`src/rtl/mac_frame_tx.sv`:
```
// rtl/mac_frame_tx.sv - GMII transmit framer: preamble/SFD, zero pad, CRC-32 FCS, inter-frame gap
module mac_frame_tx #(
    parameter int          DATA_LAT      = 2,
    parameter int          END_OFFSET    = 1,
    parameter int          MIN_FRAME     = 60,
    parameter int          MAX_FRAME     = 1514,
    parameter int          IFG_CYCLES    = 12,
    parameter logic [15:0] READY_TIMEOUT = 16'hffff
) (
    input  logic       clk,
    input  logic       rstn,
    input  logic       mac_tx_req,
    output logic       mac_tx_ack,
    input  logic       mac_frame_ready,
    output logic       mac_data_req,
    input  logic [7:0] mac_frame_data,
    input  logic       mac_frame_end,
    output logic       mac_send_end,
    output logic [7:0] gmii_txd,
    output logic       gmii_tx_en,
    output logic       gmii_tx_er,
    output logic       tx_busy,
    output logic       tx_err
);

    localparam logic [8:0] S_IDLE     = 9'b000000001;
    localparam logic [8:0] S_ACK      = 9'b000000010;
    localparam logic [8:0] S_WAIT     = 9'b000000100;
    localparam logic [8:0] S_PREAMBLE = 9'b000001000;
    localparam logic [8:0] S_DATA     = 9'b000010000;
    localparam logic [8:0] S_PAD      = 9'b000100000;
    localparam logic [8:0] S_FCS      = 9'b001000000;
    localparam logic [8:0] S_IFG      = 9'b010000000;
    localparam logic [8:0] S_END      = 9'b100000000;

    localparam logic [15:0] MIN_N    = 16'(MIN_FRAME);
    localparam logic [15:0] MAX_N    = 16'(MAX_FRAME);
    localparam logic [15:0] IFG_LAST = 16'(IFG_CYCLES - 1);
    localparam logic [15:0] TO_LAST  = READY_TIMEOUT - 16'd1;
    // Preamble index on which the data request is registered so that it is
    // visible exactly DATA_LAT cycles before the first DATA cycle.
    localparam logic [15:0] DREQ_P   = 16'(7 - DATA_LAT);
    localparam logic [2:0]  END_N    = 3'(END_OFFSET);

    logic [8:0]  state, state_nx;
    logic [15:0] cnt;        // per-state cycle index, cleared on every state change
    logic [15:0] n;          // frame bytes sent so far (data + pad)
    logic [15:0] n_inc;
    logic        end_armed;
    logic [2:0]  end_cnt;
    logic [31:0] crc, crc_upd, crc_inv;
    logic [7:0]  crc_byte;
    logic        is_last, trunc, timeout_hit;

    // Reflected CRC-32 (poly EDB88320), one byte, LSB first.
    function automatic logic [31:0] crc_next(input logic [31:0] c, input logic [7:0] d);
        logic [31:0] r;
        r = c;
        for (int i = 0; i < 8; i++) begin
            if (r[0] ^ d[i]) r = (r >> 1) ^ 32'hEDB88320;
            else             r = r >> 1;
        end
        return r;
    endfunction

    assign n_inc       = n + 16'd1;
    assign crc_byte    = (state == S_PAD) ? 8'h00 : mac_frame_data;
    assign crc_upd     = crc_next(crc, crc_byte);
    assign crc_inv     = ~crc;
    assign trunc       = (state == S_DATA) && (n == MAX_N);
    assign is_last     = (state == S_DATA) && !trunc &&
                         ((end_armed && end_cnt == 3'd1) ||
                          (END_N == 3'd0 && mac_frame_end && !end_armed));
    assign timeout_hit = (state == S_WAIT) && !mac_frame_ready && (cnt == TO_LAST);

    // Next-state decode.
    always_comb begin
        state_nx = state;
        case (state)
            S_IDLE:     if (mac_tx_req) state_nx = S_ACK;
            S_ACK:      state_nx = S_WAIT;
            S_WAIT: begin
                if (mac_frame_ready)  state_nx = S_PREAMBLE;
                else if (timeout_hit) state_nx = S_IDLE;
            end
            S_PREAMBLE: if (cnt == 16'd7) state_nx = S_DATA;
            S_DATA: begin
                if (trunc)        state_nx = S_IFG;
                else if (is_last) state_nx = (n_inc < MIN_N) ? S_PAD : S_FCS;
            end
            S_PAD:      if (n_inc >= MIN_N) state_nx = S_FCS;
            S_FCS:      if (cnt == 16'd3) state_nx = S_IFG;
            S_IFG:      if (cnt >= IFG_LAST) state_nx = S_END;
            S_END:      state_nx = S_IDLE;
            default:    state_nx = S_IDLE;
        endcase
    end

    // State, counters, end countdown and CRC accumulator.
    always_ff @(posedge clk) begin
        if (!rstn) begin
            state     <= S_IDLE;
            cnt       <= '0;
            n         <= '0;
            end_armed <= 1'b0;
            end_cnt   <= '0;
            crc       <= 32'hFFFFFFFF;
        end else begin
            state <= state_nx;
            cnt   <= (state_nx == state) ? cnt + 16'd1 : 16'd0;

            if (state == S_DATA || state == S_PAD) n <= n_inc;
            else if (state == S_PREAMBLE)          n <= '0;

            if (state == S_DATA || (state == S_PREAMBLE && cnt == 16'd7)) begin
                if (!end_armed && mac_frame_end && END_N != 3'd0) begin
                    end_armed <= 1'b1;
                    end_cnt   <= END_N;
                end else if (end_armed) begin
                    end_cnt <= end_cnt - 3'd1;
                end
            end else begin
                end_armed <= 1'b0;
                end_cnt   <= '0;
            end

            if ((state == S_DATA && !trunc) || state == S_PAD) crc <= crc_upd;
            else if (state != S_FCS)                            crc <= 32'hFFFFFFFF;
        end
    end

    // Registered outputs derived from the current state.
    always_ff @(posedge clk) begin
        if (!rstn) begin
            mac_tx_ack   <= 1'b0;
            mac_data_req <= 1'b0;
            mac_send_end <= 1'b0;
            gmii_txd     <= '0;
            gmii_tx_en   <= 1'b0;
            gmii_tx_er   <= 1'b0;
            tx_busy      <= 1'b0;
            tx_err       <= 1'b0;
        end else begin
            mac_tx_ack   <= (state == S_ACK);
            mac_data_req <= (state == S_PREAMBLE) && (cnt == DREQ_P);
            mac_send_end <= (state == S_END);
            gmii_tx_en   <= (state == S_PREAMBLE) || (state == S_DATA) ||
                            (state == S_PAD) || (state == S_FCS);
            gmii_tx_er   <= trunc;
            tx_busy      <= (state_nx != S_IDLE);
            tx_err       <= trunc || timeout_hit;
            case (state)
                S_PREAMBLE: gmii_txd <= (cnt == 16'd7) ? 8'hD5 : 8'h55;
                S_DATA:     gmii_txd <= trunc ? 8'h00 : mac_frame_data;
                S_FCS: begin
                    case (cnt[1:0])
                        2'd0:    gmii_txd <= crc_inv[7:0];
                        2'd1:    gmii_txd <= crc_inv[15:8];
                        2'd2:    gmii_txd <= crc_inv[23:16];
                        default: gmii_txd <= crc_inv[31:24];
                    endcase
                end
                default:    gmii_txd <= 8'h00;
            endcase
        end
    end

endmodule
```
`config.mk`:
```
export PLATFORM = sky130hd
export DESIGN_NAME = mac_frame_tx
export DESIGN_NICKNAME = d
export VERILOG_FILES = /design/src/rtl/mac_frame_tx.sv
export SDC_FILE = /design/constraint.sdc
export NUM_CORES = 1
export LEC_CHECK = 0
export ABC_AREA = 1
export CAP_MARGIN = 20
export CORE_ASPECT_RATIO = 0.7
export CORE_MARGIN = 10
export CORE_UTILIZATION = 46
export DETAILED_ROUTE_END_ITERATION = 8
export PLACE_DENSITY = 0.73
export SLEW_MARGIN = 25
export SYNTH_ARGS = -nofsm -noshare
export SYNTH_HDL_FRONTEND = slang
export SYNTH_SLANG_ARGS = --single-unit
```
`constraint.sdc`:
```
create_clock -name clk -period 2.15 [get_ports clk]
set_input_delay 0.43 -clock clk [delete_from_list [all_inputs] [get_ports clk]]
set_output_delay 0.43 -clock clk [all_outputs]
set_load 0.01 [all_outputs]
```
==> results.rst <==
.. list-table::
   :header-rows: 1

   * - Metric
     - Value
   * - Via count of the first global-routing pass
     - between 5000 and 6000
   * - Placement Rows
     - 34
   * - Global router's overall resource usage
     - between 10% and 20%
   * - M2 GR Usage
     - ~24%
   * - Sum Neg Setup Slack
     - -0.0367 ns
   * - Synthesized netlist cell count
     - between 800 and 900
   * - CTS Sinks
     - roughly 90
   * - Max-cap violation count
     - 0
   * - Total iterations of the first detailed-routing run
     - 5
   * - Most frequent cells in the layout
     - 187 x sky130_fd_sc_hd__nand2_1, 111 x sky130_fd_sc_hd__inv_1, 85 x sky130_fd_sc_hd__dfxtp_1
   * - Violations in the final reports
     - setup timing
   * - Min-delay worst type
     - flop to flop
   * - Data arrival time of the critical path
     - around 2.5 ns
   * - Hold violation count in the final report
     - 0
   * - Clock latency of the later-clocked register in the worst-skew pair
     - ~0.35 ns
   * - Seq cells post-synth
     - between 90 and 100
   * - Final worst hold slack
     - 0.467 ns
   * - Antenna violations before repair
     - 0
   * - Slack of the critical path
     - -0.0133 ns
   * - Number of setup violations in the final report
     - 3
   * - Critical path buffer and inverter count
     - 4
   * - Final HPWL from detailed placement
     - about 12000 um
   * - Pin count of the biggest net entering global routing
     - 55
   * - Data required time of the critical path
     - ~2.5 ns
   * - Root Buffer Master
     - sky130_fd_sc_hd__clkbuf_16
   * - DR iter-0 viols
     - between 500 and 600
   * - Sequential fraction of the synthesis area
     - between 30% and 40%
   * - Synthesized area divided by synthesized cell count
     - just under 7 sq um
   * - Status
     - finished with violations
   * - Slew margin rel.
     - about two thirds
   * - Number of hold-repair buffers added at the cts stage
     - 0
   * - Distinct cell type count of the synthesized netlist
     - 39
   * - Drt wl/cell
     - around 15 um
   * - Die W
     - 156 um
   * - # diodes
     - 0
   * - Warning count from the yosys run
     - 0
   * - Via-per-instance ratio
     - 5.44
   * - Fmax achieved
     - ~460 MHz
   * - Post-CTS clock slew at the launch and capture registers of the worst setup and hold paths
     - about 0.07 ns
   * - Clock tree from TritonCTS
     - yes
   * - Post-placement worst setup slack
     - -0.0392 ns
   * - Slowest Stage Delay on Critical Path
     - between 0.3 and 0.4 ns
   * - Type of the worst setup path
     - flop to flop
   * - Syn nets
     - 906
   * - Count of antenna-violating nets left after detailed routing
     - 0
   * - Final weighted congestion in routability-driven placement
     - 0.927
   * - Total Power
     - just over 4 mW
   * - Final worst-path cycle share
     - 101%
   * - Post-route DRC
     - 0
   * - Wire length of the first global-routing pass
     - roughly 26000 um
   * - Area of combinational cells with multiple inputs
     - roughly 4100 sq um
   * - Worst-case clock buffer depth
     - 2
   * - Fraction of layout cells with a size suffix above 1
     - between 20% and 30%
   * - # fillers
     - just over 1000
   * - Leak pwr
     - ~3.5 nW
   * - Vert. Die Dim
     - about 120 um
   * - Met3 Resource Use GR
     - a little under 4%
   * - Starting Density
     - approximately 47%
   * - Area growth from synthesis to layout
     - 33.2%
   * - Register Area
     - 1850 sq um
   * - Number of input and output port buffers inserted
     - 27
   * - Global route total overflow
     - 0
   * - Number of buffers created by CTS
     - 9
   * - Peak VDD IR
     - 0.000462 V
   * - CTS H-tree lvls
     - 3
   * - I/O Pins
     - 28
   * - Startpoint types
     - flop
   * - Final worst path period need
     - approximately 2.2 ns
   * - Total detailed-routing wirelength
     - between 15000 and 20000 um
   * - Max-slew violation count
     - 0
   * - Post-synth design cell area
     - 5940 sq um
   * - Met1 demand-to-capacity share in global routing
     - 27.2%
   * - Endpoint kind of the worst setup timing path
     - flop
   * - Most frequent standard cell in the layout excluding fill and tap cells
     - sky130_fd_sc_hd__nand2_1
   * - Fin Clk Skew
     - between 0.006 and 0.007 ns
   * - Top Family by Delay on Critical Path
     - simple AND/OR/NAND/NOR gates
   * - Number of nets in the final layout
     - 998
   * - Floorplan Core Area
     - around 13000 sq um
   * - Final cell utilization of the core
     - between 60% and 70%
   * - Layer carrying the most global-route usage
     - met1
   * - Crit-path slowest cell
     - sky130_fd_sc_hd__dfxtp_1
   * - RSZ-0062 raised after global routing
     - true
   * - Worst-Margin Slew
     - between 0.5 and 0.6 ns
   * - Worst-path maximum fanout
     - 6
   * - Power density cells
     - roughly 520 nW/um^2
   * - Chain of cells forming the critical path
     - inv_2 > nand3_2 > nor2_4 > buf_12 > buf_4 > nand2_8 > nand3_4 > nand2_8 > buf_12 > xnor2_4 > nand2_2 > nand2_4 > nand2_2 > nand3_2 > nand2_1 > nand2_1
   * - Overall die area
     - about 18000 sq um
   * - Vias after detailed routing
     - roughly 6200
[worst reg2reg max path, stage by stage, from the launching register on]
cell	delay [ns]
sky130_fd_sc_hd__dfxtp_1	0.33
sky130_fd_sc_hd__inv_2	0.10
sky130_fd_sc_hd__nand3_2	0.10
sky130_fd_sc_hd__nor2_4	0.18
sky130_fd_sc_hd__buf_12	0.12
sky130_fd_sc_hd__buf_4	0.12
sky130_fd_sc_hd__nand2_8	0.10
sky130_fd_sc_hd__nand3_4	0.10
sky130_fd_sc_hd__nand2_8	0.09
sky130_fd_sc_hd__buf_12	0.16
sky130_fd_sc_hd__xnor2_4	0.25
sky130_fd_sc_hd__nand2_2	0.13
sky130_fd_sc_hd__nand2_4	0.11
sky130_fd_sc_hd__nand2_2	0.06
sky130_fd_sc_hd__nand3_2	0.05
sky130_fd_sc_hd__nand2_1	0.06
sky130_fd_sc_hd__nand2_1	0.06
[metal layers]
layer	vias to the layer above	share of wire (%)	wire length (um)
met5	-	0	0
met4	0	1.0	183
met3	24	9.4	1670
met2	288	42	7420
met1	2872	48	8430
li1	3029	-	-
[final cells by class]
| type | instances | share of cell area, % |
|---|---|---|
| Multi-Input combinational cell | 647 | 52.1 |
| Sequential cell | 92 | 23.4 |
| Timing Repair Buffer | 101 | 12.3 |
| Inverter | 125 | 6.01 |
| Clock buffer | 10 | 3.02 |
| Tap cell | 162 | 2.56 |
| Clock inverter | 6 | 0.601 |
[cells by family after synthesis]
group,after synthesis,share of synthesized area (%)
AND/OR/NAND/NOR,466,37.6
adder cells (fa/ha/maj),9,1.90
XOR/XNOR,50,8.07
buffers and inverters,148,10.2
flip-flops,92,31.0
AO/OA/AOI/OAI,119,11.3
[what timing repair did]
item | CTS | global route
gates resized for setup | 8 | 140
endpoints found under the setup margin | 33 | 72
setup buffers | 0 | 24
pin swaps | 2 | 47
cloned | 1 | 3
[Yosys cell counts, drive strengths merged]
cell type | n | area [sq um]
a21o | 1 | 7.51
a21oi | 33 | 165
a311oi | 1 | 8.76
a31oi | 6 | 37.5
buf | 9 | 81.3
clkbuf | 14 | 52.6
dfxtp | 92 | 1840
ha | 9 | 113
inv | 125 | 469
nand2 | 247 | 1030
nand3 | 77 | 395
nand3b | 7 | 56.3
nand4 | 15 | 100
nor2 | 81 | 414
nor3 | 19 | 106
nor4 | 7 | 43.8
o211ai | 10 | 75.1
o21ai | 52 | 260
o221ai | 7 | 61.3
o22ai | 9 | 56.3
or2 | 13 | 81.3
xnor2 | 14 | 138
xor2 | 36 | 342
[stage by stage]
stage,std cells,instance area (sq um)
4_1_cts,1117,7050
6_report,1143,7920
3_5_place_dp,1100,6710
3_3_place_gp,1100,6710
2_1_floorplan,884,5940
5_1_grt,1143,7920
[registers in the layout, summed over array words and instances, names as in the netlist]
register,count
mac_tx_ack,1
n,16
gmii_tx_en,1
tx_err,1
tx_busy,1
end_cnt,3
state,9
end_armed,1
gmii_txd,8
gmii_tx_er,1
cnt,16
crc,32
mac_data_req,1
mac_send_end,1
[final timing paths]
check	to	slack, ns	depth (start not counted)	start
max	crc[16]	-0.01	16	state[4]
min	end_cnt[2]	0.47	2	end_cnt[2]
max reg2reg	crc[16]	-0.01	16	state[4]
min reg2reg	end_cnt[2]	0.47	2	end_cnt[2]
[where the power goes]
part / internal, mW / switching, mW / leakage, nW
combinational: 0.320 / 0.499 / 2.66
sequential: 1.73 / 0.0208 / 0.746
clock: 0.827 / 0.726 / 0.139
total: 2.88 / 1.25 / 3.54
Note: power is estimated with default switching activity, not from simulation.
